File: config.mk
export PLATFORM = sky130hd
export DESIGN_NAME = calendar_date_ctrl
export DESIGN_NICKNAME = d
export VERILOG_FILES = /design/src/rtl/calendar_date_ctrl.sv
export SDC_FILE = /design/constraint.sdc
export NUM_CORES = 1
export LEC_CHECK = 0
export BUFFER_PORTS_ARGS = -buffer_cell sky130_fd_sc_hd__buf_2
export CAP_MARGIN = 40
export CORE_MARGIN = 4
export CORE_UTILIZATION = 46
export CTS_CLUSTER_DIAMETER = 120
export DETAILED_ROUTE_END_ITERATION = 7
export PLACE_DENSITY = 0.73
export SYNTH_ARGS = -nofsm -noshare
export SYNTH_HDL_FRONTEND = slang
export SYNTH_SLANG_ARGS = --single-unit
File: constraint.sdc
create_clock -name clk -period 2.82 [get_ports clk]
set_input_delay 0.564 -clock clk [delete_from_list [all_inputs] [get_ports clk]]
set_output_delay 0.564 -clock clk [all_outputs]
set_load 0.02 [all_outputs]
File: src/rtl/calendar_date_ctrl.sv
// Date section of the digital clock: day/month sequencing with month
// lengths, leap February, and a month-then-date set mode with date clamp.
module calendar_date_ctrl #(
    parameter bit LEAP_EN = 1'b1
) (
    input  logic       clk,
    input  logic       rst,
    input  logic       day_tick,
    input  logic       leap_year,
    input  logic       set_req,
    input  logic       set_next,
    input  logic       set_inc,
    output logic [3:0] month,
    output logic [5:0] date,
    output logic [5:0] month_days,
    output logic       month_tick,
    output logic       year_tick,
    output logic [1:0] mode
);

    typedef enum logic [1:0] {
        RUN     = 2'd0,
        SET_MON = 2'd1,
        SET_DAY = 2'd2
    } state_t;

    state_t     state_q, state_d;
    logic [3:0] month_q, month_d;
    logic [5:0] date_q, date_d;
    logic       month_tick_q, month_tick_d;
    logic       year_tick_q, year_tick_d;
    logic       set_req_q, set_req_d;
    logic       set_rise_q, set_rise_d;
    logic [3:0] month_inc;
    logic [5:0] date_clamp;

    always_comb begin
        unique case (month_q)
            4'd2:                      month_days = (LEAP_EN && leap_year) ? 6'd29 : 6'd28;
            4'd4, 4'd6, 4'd9, 4'd11:   month_days = 6'd30;
            default:                   month_days = 6'd31;
        endcase
    end

    assign month_inc  = (month_q >= 4'd12) ? 4'd1 : month_q + 4'd1;
    assign date_clamp = (date_q > month_days) ? month_days : date_q;

    always_comb begin
        state_d      = state_q;
        month_d      = month_q;
        date_d       = date_q;
        month_tick_d = 1'b0;
        year_tick_d  = 1'b0;
        set_req_d    = set_req;
        // Rise is registered so entry into set mode lands one edge later.
        set_rise_d   = set_req & ~set_req_q;
        unique case (state_q)
            RUN: begin
                if (day_tick) begin
                    if (date_q >= month_days) begin
                        date_d       = 6'd1;
                        month_d      = month_inc;
                        month_tick_d = 1'b1;
                        year_tick_d  = (month_q >= 4'd12);
                    end else begin
                        date_d = date_q + 6'd1;
                    end
                end
                if (set_rise_q) state_d = SET_MON;
            end
            SET_MON: begin
                if (!set_req || set_next) begin
                    state_d = set_req ? SET_DAY : RUN;
                    date_d  = date_clamp;
                end else if (set_inc) begin
                    month_d = month_inc;
                end
            end
            SET_DAY: begin
                if (!set_req || set_next) begin
                    state_d = RUN;
                end else if (set_inc) begin
                    date_d = (date_q >= month_days) ? 6'd1 : date_q + 6'd1;
                end
            end
            default: state_d = RUN;
        endcase
    end

    always_ff @(posedge clk or negedge rst) begin
        if (!rst) begin
            state_q      <= RUN;
            month_q      <= 4'd1;
            date_q       <= 6'd1;
            month_tick_q <= 1'b0;
            year_tick_q  <= 1'b0;
            set_req_q    <= 1'b0;
            set_rise_q   <= 1'b0;
        end else begin
            state_q      <= state_d;
            month_q      <= month_d;
            date_q       <= date_d;
            month_tick_q <= month_tick_d;
            year_tick_q  <= year_tick_d;
            set_req_q    <= set_req_d;
            set_rise_q   <= set_rise_d;
        end
    end

    assign month      = month_q;
    assign date       = date_q;
    assign month_tick = month_tick_q;
    assign year_tick  = year_tick_q;
    assign mode       = state_q;

endmodule
Yosys cells after proc, flatten, opt, wreduce, memory -nomap -nowiden
Index checks and enable logic that the tools add are counted.
Operators by class
  magnitude comparators: 3
  muxes and demuxes: 26
  reduce and logical (&&, ||, !) cells: 9
  $add $sub $neg: 2
  bitwise gates (word level): 2
  equal/unequal tests: 17
Operators with widths (number)
  2-to-1 mux 6 bit: 6
  2-to-1 mux 4 bit: 5
  != test 2 bit (second input constant): 10
  case mux 6 bit (3 select lines): 1
  == test 4 x 3 -> 1 bit (second input constant): 2
  == test 4 bit (second input constant): 2
  2-to-1 mux 2 bit: 4
  case mux 4 bit (2 select lines): 1
  2-to-1 mux 1 bit: 7
  adder 6 x 1 -> 6 bit (second input constant): 1
  greater-or-equal comparator 6 bit: 1
  > comparator 6 bit: 1
  case mux 2 bit (3 select lines): 1
  AND reduction 6 bit: 1
  AND reduction 5 bit: 1
  adder 4 x 1 -> 4 bit (second input constant): 1
  == test 4 x 2 -> 1 bit (second input constant): 1
  greater-or-equal comparator 4 bit (second input constant): 1
  case mux 2 bit (2 select lines): 1
  OR reduction 4 bit: 1
  AND reduction 3 bit: 1
  nonzero test 3 bit: 1
  == test 2 x 1 -> 1 bit (second input constant): 1
  == test 2 bit (second input constant): 1
  6 further kinds: 6
Word-level totals
  register bits: 16
  logic and storage cells: 66
  output and inout port bits: 20
  input port bits: 7

Logic depth before layout (Yosys ltp)
Gate-level depths: netlist of run 1.
  depth in word-level cells: 8
  mapped depth: 11
  gate-level depth less buffers: 11

Worst setup path after synthesis of run 1
OpenSTA, ideal clock, no wires.
  path type: flip-flop to flip-flop
  start: register month_q[0], in the netlist month[0]
  end: register month_q[3], in the netlist month[3]
  path buffers: 0
  setup time: 128 ps
  cell stages (with the launch flop): 12
  clock period less this slack: 3264 ps
  required time: 2692 ps
  slack: -444 ps
  arrival: 3137 ps
  path through: dfstp_2 > inv_1 > ha_1 > o21ai_0 > o21ai_0 > o21ai_0 > ha_1 > nand2b_1 > a211oi_2 > nor4_4 > o21ai_2 > mux2_1
Between the ends
  word-level cells in the longest chain between the ends: 6
  elaborated cells between the ends (all ways): 18
  classes of those cells: 1 x add/sub; 2 x order compare; 6 x eq/ne; 7 x mux; 2 x reduce/logical
RTL lines
  start: declaration: line 28  | logic [3:0] month_q, month_d;
  start signal: assignment: line 101  | month_q <= month_d;
  == test 4 x 3 -> 1 bit / == test 4 bit (equally long branches): line 38  | unique case (month_q)
  OR reduction 4 bit: line 38
  case mux 2 bit (2 select lines) (*): line 38
  net month_days[0]: line 15  | output logic [5:0] month_days,
  greater-or-equal comparator 6 bit (*): line 60  | if (date_q >= month_days) begin
  != test 2 bit (no source line) (*)
  AND reduction 5 bit (no source line) (*)
Mark *: on every way through the listed nets, which the timed path passes. The rest lies on a longest branch. The select of a mux whose other input is x is not followed.
A chain may end at the register's enable or synchronous reset.

Worst setup path in the final report of run 1
  start: register month_q[0], in the netlist month[0]
  end: register month_q[3], in the netlist month[3]
Between the ends
  word-level cells in the longest chain between the ends: 6
  elaborated cells between the ends (all ways): 18
  classes of those cells: 1 x add/sub; 2 x order compare; 6 x eq/ne; 7 x mux; 2 x reduce/logical
RTL lines (line)
  == test 4 x 3 -> 1 bit / == test 4 bit (equally long branches): 38
  OR reduction 4 bit: 38
  case mux 2 bit (2 select lines): 38
  greater-or-equal comparator 6 bit: 60
  != test 2 bit (no source line)
  AND reduction 5 bit (no source line)
Several ways; a longest one is shown, not always the timed one. The select of a mux whose other input is x is not followed.

==> implementation parameters, run 1 <==
Parameter                              Value

Worst setup path
  Crit. End Element    register
  Longest individual stage delay on the worst path    0.58 ns
  Worst Setup Path Type    reg -> reg
  Element type at the critical path start    register
  Gate family responsible for the most delay along the worst path    compound AO/OA/AOI/OAI gates
  Data required time of the critical path    3.00 ns
  Buffering stage count on the worst path with inverters included    1
  Critical path data arrival time    2.83 ns
  Peak fanout along the critical path    5
  Crit-path cells    inv_2 -> ha_1 -> o21ai_1 -> o21ai_1 -> o21ai_2 -> ha_1 -> nand2b_4 -> a211oi_4 -> nor4_4 -> o21ai_2 -> mux2_1
  Crit path max-delay cell type    dfstp_2

GRT
  Total grt overflow    0
  Overall fraction of global-route tracks in use    16.8%
  Maximum number of pins on one net before global-route repair    17
  Number of global-route vias before repair    834
  First-pass GRT wire length    3600 um
  Initial antenna violation count    0

Detailed routing
  Routed wire length per instance    14.2 um
  Met1 Wirelength    974 um
  Highest metal layer with signal wires    met4
  WL final    2190 um
  Routed wire length on met2    1090 um
  Number of nets with antenna violations after routing    0
  Via count    831
  Total met3 wirelength after detailed routing    118 um
  Number of remaining DRC errors    0
  Iter 0 DRT Violations    8
  Average vias per placed instance    5.40
  Number of iterations in the first detailed-routing pass    4

Power
  Switching portion of total power    47.7%
  Total leakage power    0.577 nW
  Proportion of power drawn by the clock network    10.9%
  Internal Power    0.000748 W
  Switch Pwr    0.000682 W
  Logic gate share of total power    58.4%
  Power per cell area    1200 mW/mm^2
  Worst IR drop on VDD    714 uV
  Sequential fraction of design power    30.8%

Logic synthesis
  Most frequent cells after synthesis    dfrtp_1 (14), nor2_1 (8), ha_1 (7), o21ai_0 (7)
  Mean cell area of the mapped netlist    9.90 um^2
  Number of enable flip-flop cells after synthesis    0
  Synth Warn #    0
  Post-synth design cell area    0.00101 mm^2
  Area share of the leading cell type in the synthesized netlist    34.7%
  Top area cells in the synthesized netlist    dfrtp_1 (35%), ha_1 (8.7%), dfstp_2 (5.2%), mux2i_1 (4.0%), o21ai_0 (3.5%)
  Most frequently used flop master after synthesis    dfrtp_1
  Post-Syn Instances    102
  Post-synthesis sequential area ratio    39.9%
  Count of unique library cells instantiated by Yosys    35
  Number of synthesized register bits    16
  Largest area contributor in the netlist    dfrtp_1
  Share of synthesized flip-flops with an asynchronous set or reset    100%
  Cell with the most instances after synthesis    dfrtp_1

STA
  Final clock period utilization by the worst path    93.8%
  Fin. Hold Viols    0
  Number of setup violations in the final report    0
  Achievable Freq    378 MHz
  Final critical path time including I/O delays and setup    2.65 ns
  Count of pins over their slew limit    0
  Setup repair after global routing missed its margin    false
  Aggregate negative setup slack    0 ns
  Worst-case clock skew    0.00574 ns

Floorplan
  Vert. Die Dim    54.9 um
  Die area    0.00301 mm^2
  Count of pins on the block boundary    27
  Row count    16
  Die width    54.9 um
  Initial standard-cell utilization of the core    49.9%
  Core ar.    0.00202 mm^2

CTS
  Clock sink count    16
  Hold buffers post-CTS    0
  TritonCTS clock tree    built
  Number of buffers on the longest clock path    2
  Clock latency at the later pin of the worst-skew pair    0.29 ns
  Clock-pin slew of the registers on the worst-case setup and hold paths    0.10 ns
  Clock root buffer    clkbuf_4
  Cts bufs inserted    3
  Number of H-tree levels    1

Hold path
  Worst hold path type    in -> async

Place
  Port buffer count    22
  HPWL after detailed placement    1610 um
  Cells after DPL    149
  Gp weighted congestion    0.828

Cells and area
  Filler-free cell count of the finished design    154
  Number of antenna cells inserted    0
  Layout overhead on the synthesized area    18.5%
  Net count, final    142
  Layout cells sized above 1    33.1%

Status
  Outcome    finished, final reports clean

Flow run
  # Max-Cap Violations    0
==> per-layer routing <==
metal	track usage (%)	up-vias
met5	0	-
met4	8.71	0
met3	3.00	2
met2	28.3	24
met1	20.0	401
li1	-	404
==> what timing repair did <==
item                                    in CTS  in global routing
endpoints found under the setup margin       0                  7
endpoints found under the hold margin        0                  0
gates resized for setup                      0                  5
setup buffers                                0                  1
==> cell usage in the layout (no fill, tap or decap), types with 2 or more instances in the layout <==
cell      netlist  layout
o21ai_2         1       2
ha_1            7       7
inv_1           6       5
clkbuf_4        0       3
mux2i_1         4       4
conb_1          2       4
o21a_1          3       3
dfrtp_1        14      14
buf_2           0      22
a21oi_1         6       6
o22ai_1         3       3
nand2_1         5       5
nand2b_1        3       2
o21ai_0         7       3
dfstp_2         2       2
nor2_1          8       7
nor3_1          3       3
o21ai_1         0       3
nor2b_1         5       5
nand3_1         2       2
==> power by group through the flow <==
stage | Sequential, W | Clock [W] | Combinational [W]
floorplan | 0.000509 | 0 | 0.000486
finish | 0.000440 | 0.000156 | 0.000835
CTS | 0.000437 | 0.000163 | 0.000757
global placement | 0.000436 | 0 | 0.000737
detailed placement | 0.000441 | 0 | 0.000757
global route | 0.000459 | 0.000170 | 0.000922
==> through the flow <==
| step | power (W) | area [um^2] | setup WS, ns | hold slack [ns] | utilization [%] |
|---|---|---|---|---|---|
| after floorplan | 0.000995 | 1020 | 0.00744 | 0.268 | - |
| after detailed placement | 0.00120 | 1130 | 0.113 | 0.399 | 56.1 |
| after CTS | 0.00136 | 1170 | 0.0863 | 0.174 | 57.9 |
| after global placement | 0.00117 | 1130 | 0.208 | 0.381 | 56.1 |
| final | 0.00143 | 1200 | 0.175 | 0.169 | 59.2 |
| after global routing | 0.00155 | 1200 | 0.00268 | 0.191 | 59.2 |
==> path summary, 6_finish.rpt <==
check                                from    endpoint  slack, ns  cells after the start
worst max register to register   month[0]    month[3]       0.17                     11
min in group clk                  set_req   set_req_q       0.41                      1
max in group asynchronous             rst     date[0]       2.35                      1
worst min-delay path                  rst    month[3]       0.17                      1
worst max-delay path             month[0]    month[3]       0.17                     11
worst min register to register  set_req_q  set_rise_q       0.41                      1
==> layout make-up <==
class / count / area, um^2
clock buffer: 4 / 36.3
fill: 193 / 826
inverter: 6 / 22.5
multi-input combinational: 78 / 583
sequential: 16 / 403
tap: 27 / 33.8
timing repair buffer: 23 / 118
==> logic make-up after synthesis <==
logic type / synth area share [%]
AO/OA/AOI/OAI: 20.0
adder cells (fa/ha/maj): 8.67
buffers and inverters: 5.20
flip-flops: 39.9
multiplexers: 7.68
other: 0.744
AND/OR/NAND/NOR: 17.8
==> state kept, by name (all words and copies together) (netlist names) <==
register / count
date: 6
month: 4
mode: 2
month_tick: 1
set_req_q: 1
set_rise_q: 1
year_tick: 1
Power figures use the tool's default switching activity.
==> run 2, diff against run 1 <==
ABC_AREA = 1   (was not set)
CORE_UTILIZATION = 47   (was 46)
==> run 2 against run 1 <==
Via count is 15% higher. Worst hold slack got worse by 0.0019 ns. Clock power down 17%. Sequential cell count unchanged. Largest cell class unchanged. Largest power group unchanged. Highest routed layer unchanged.
==> implementation parameters, run 2 <==
Parameter                              Value

STA
  Worst-case clock skew    0.0100 ns (was 0.00574 ns)
  Number of setup violations in the final report    0 (unchanged)
  Aggregate negative setup slack    0 ns (unchanged)
  Count of pins over their slew limit    0 (unchanged)
  Final clock period utilization by the worst path    80.5% (was 93.8%)
  Fin. Hold Viols    0 (unchanged)
  Final critical path time including I/O delays and setup    2.27 ns (was 2.65 ns)
  Setup repair after global routing missed its margin    false (unchanged)
  Achievable Freq    440 MHz (was 378 MHz)

Logic synthesis
  Number of enable flip-flop cells after synthesis    0 (unchanged)
  Most frequently used flop master after synthesis    dfrtp_1 (unchanged)
  Largest area contributor in the netlist    dfrtp_1 (unchanged)
  Share of synthesized flip-flops with an asynchronous set or reset    100% (unchanged)
  Synth Warn #    0 (unchanged)
  Mean cell area of the mapped netlist    7.57 um^2 (was 9.90 um^2)
  Post-synth design cell area    0.00111 mm^2 (was 0.00101 mm^2)
  Cell with the most instances after synthesis    nand2_1 (was dfrtp_1)
  Most frequent cells after synthesis    nand2_1 (45), inv_1 (20), dfrtp_1 (14), nand3_1 (12), nor2_1 (11) (was dfrtp_1 (14), nor2_1 (8), ha_1 (7), o21ai_0 (7))
  Number of synthesized register bits    16 (unchanged)
  Post-synthesis sequential area ratio    36.2% (was 39.9%)
  Top area cells in the synthesized netlist    dfrtp_1 (31%), nand2_1 (15%), ha_1 (7.9%), inv_1 (6.7%), nand3_1 (5.4%) (was dfrtp_1 (35%), ha_1 (8.7%), dfstp_2 (5.2%), mux2i_1 (4.0%), o21ai_0 (3.5%))
  Area share of the leading cell type in the synthesized netlist    31.5% (was 34.7%)
  Count of unique library cells instantiated by Yosys    25 (was 35)
  Post-Syn Instances    147 (was 102)

Flow run
  # Max-Cap Violations    0 (unchanged)

Cells and area
  Net count, final    185 (was 142)
  Number of flip-flops under the largest register name    6 (unchanged)
  Leading cell type in the layout, fill and taps excluded    nand2_1 (was buf_2)
  Number of antenna cells inserted    0 (unchanged)
  Design area    0.00126 mm^2 (was 0.00120 mm^2)
  Layout overhead on the synthesized area    12.9% (was 18.5%)
  Number of fillers in the final layout    219 (was 193)
  Highest-count cells in the layout ignoring fill and taps    nand2_1 (45), buf_2 (22), inv_1 (20) (was buf_2 (22), dfrtp_1 (14), nor2_1 (7), ha_1 (7), a21oi_1 (6))
  Area used by multi-input combinational logic    603 um^2 (was 583 um^2)
  Layout cells sized above 1    24.1% (was 33.1%)
  Storage cell area    403 um^2 (unchanged)

GRT
  First-pass GRT wire length    3880 um (was 3600 um)
  Number of global-route vias before repair    972 (was 834)
  Initial antenna violation count    0 (unchanged)
  Maximum number of pins on one net before global-route repair    17 (unchanged)
  Overall fraction of global-route tracks in use    14.8% (was 16.8%)
  Total grt overflow    0 (unchanged)

Detailed routing
  Iter 0 DRT Violations    10 (was 8)
  Via count    959 (was 831)
  Number of iterations in the first detailed-routing pass    4 (unchanged)
  Number of nets with antenna violations after routing    0 (unchanged)
  Number of remaining DRC errors    0 (unchanged)
  WL final    2220 um (was 2190 um)
  Routed wire length per instance    11.2 um (was 14.2 um)
  Average vias per placed instance    4.84 (was 5.40)

CTS
  Number of setup buffers added after CTS    0 (unchanged)
  Cts bufs inserted    3 (unchanged)
  TritonCTS clock tree    built (unchanged)
  Clock root buffer    clkbuf_4 (unchanged)
  Post-CTS resize count    0 (unchanged)
  Hold buffers post-CTS    0 (unchanged)
  Number of H-tree levels    1 (unchanged)
  Clock sink count    16 (unchanged)
  Number of buffers on the longest clock path    2 (unchanged)
  Clock-pin slew of the registers on the worst-case setup and hold paths    0.10 ns (about the same)
  Clock latency at the later pin of the worst-skew pair    0.29 ns (about the same)

Floorplan
  Die area    0.00321 mm^2 (was 0.00301 mm^2)
  Vert. Die Dim    56.7 um (was 54.9 um)
  Die width    56.7 um (was 54.9 um)
  Core ar.    0.00223 mm^2 (was 0.00202 mm^2)
  Count of pins on the block boundary    27 (unchanged)
  Row count    17 (was 16)
  Initial standard-cell utilization of the core    49.8% (was 49.9%)

Worst setup path
  Element type at the critical path start    register (unchanged)
  Critical path data arrival time    2.45 ns (was 2.83 ns)
  Data required time of the critical path    3.00 ns (about the same)
  Peak fanout along the critical path    7 (was 5)
  Worst Setup Path Type    reg -> reg (unchanged)
  Crit. End Element    register (unchanged)

Power
  Switching portion of total power    47.7% (about the same)
  Power per cell area    849 mW/mm^2 (was 1200 mW/mm^2)
  Internal Power    0.000558 W (was 0.000748 W)
  Logic gate share of total power    51.6% (was 58.4%)
  Sequential fraction of design power    36.4% (was 30.8%)
  Total leakage power    0.715 nW (was 0.577 nW)
  Proportion of power drawn by the clock network    12.0% (was 10.9%)
  Total power draw    0.00107 W (was 0.00143 W)
  Switch Pwr    0.000509 W (was 0.000682 W)
  Worst IR drop on VDD    427 uV (was 714 uV)

Place
  Gp weighted congestion    0.835 (was 0.828)
  Port buffer count    22 (unchanged)
  HPWL after detailed placement    1750 um (was 1610 um)
  Cell Area, Placed    0.00123 mm^2 (was 0.00113 mm^2)

Status
  Outcome    finished, final reports clean (unchanged)

Hold path
  Worst hold path type    in -> async (unchanged)
-- run 2: cell types whose count changed after synthesis, moves of 4 or more --
cell     before  now
nand2_2       0    5
mux2i_1       4    0
nand2_1       5   45
nor2b_1       5    0
inv_1         6   20
a21oi_1       6    2
nand3_1       2   12
-- run 2: logic make-up after synthesis --
logic type | Yosys count | share of synthesized area [%]
AND/OR/NAND/NOR | 82 | 36.4
XOR/XNOR | 3 | 2.36
buffers and inverters | 26 | 10.2
other | 2 | 0.675
flip-flops | 16 | 36.2
AO/OA/AOI/OAI | 11 | 6.19
adder cells (fa/ha/maj) | 7 | 7.87
-- run 2: worst paths after layout --
check                      startpoint         end  cells after the start  slack [ns]
setup / recovery             month[0]    month[3]                     14        0.55
hold / removal                    rst   set_req_q                      1        0.17
setup reg to reg             month[0]    month[3]                     14        0.55
hold reg to reg             set_req_q  set_rise_q                      1        0.40
max in group asynchronous         rst     date[0]                      1        2.33
min in group clk              set_req   set_req_q                      1        0.38
-- run 2: final cells by class --
cell class,instances,share of cell area (%)
Inverter,21,6.27
Multi-Input combinational cell,107,48.0
Clock buffer,4,2.09
Timing Repair Buffer,22,8.77
Tap cell,28,2.79
Sequential cell,16,32.1
-- run 2: power by group through the flow --
stage	clock network (W)	registers (W)	logic, W
5_1_grt	0.000142	0.000402	0.000627
4_1_cts	0.000132	0.000390	0.000557
2_1_floorplan	0	0.000448	0.000347
3_5_place_dp	0	0.000394	0.000552
3_3_place_gp	0	0.000389	0.000543
6_report	0.000129	0.000388	0.000550
-- run 2: metrics by stage --
stage	util, %	hold slack, ns	setup slack (ns)	cells
detailed placement	55.1	0.390	0.559	194
global placement	55.1	0.384	0.652	194
finish	56.2	0.167	0.549	198
global route	56.2	0.184	0.283	198
CTS	56.2	0.178	0.530	198
floorplan	-	0.268	0.529	149
-- run 2: per-layer routing --
layer,vias to the layer above,global-route usage [%],wire [um]
li1,494,-,-
met1,439,18.2,1030
met2,22,25.9,1060
met3,4,3.22,109
met4,0,4.07,22
met5,-,0,0
-- run 2: critical path, cell delays in order (launching register included) --
cell,delay (ns)
dfstp_2,0.60
inv_1,0.07
ha_1,0.22
o21ai_0,0.17
nand3_1,0.11
inv_1,0.08
ha_1,0.22
nand2_1,0.07
nor2_1,0.05
nand2_2,0.08
nand3_2,0.16
nand3_4,0.14
nand2_2,0.08
nand2_1,0.06
nand2_1,0.04
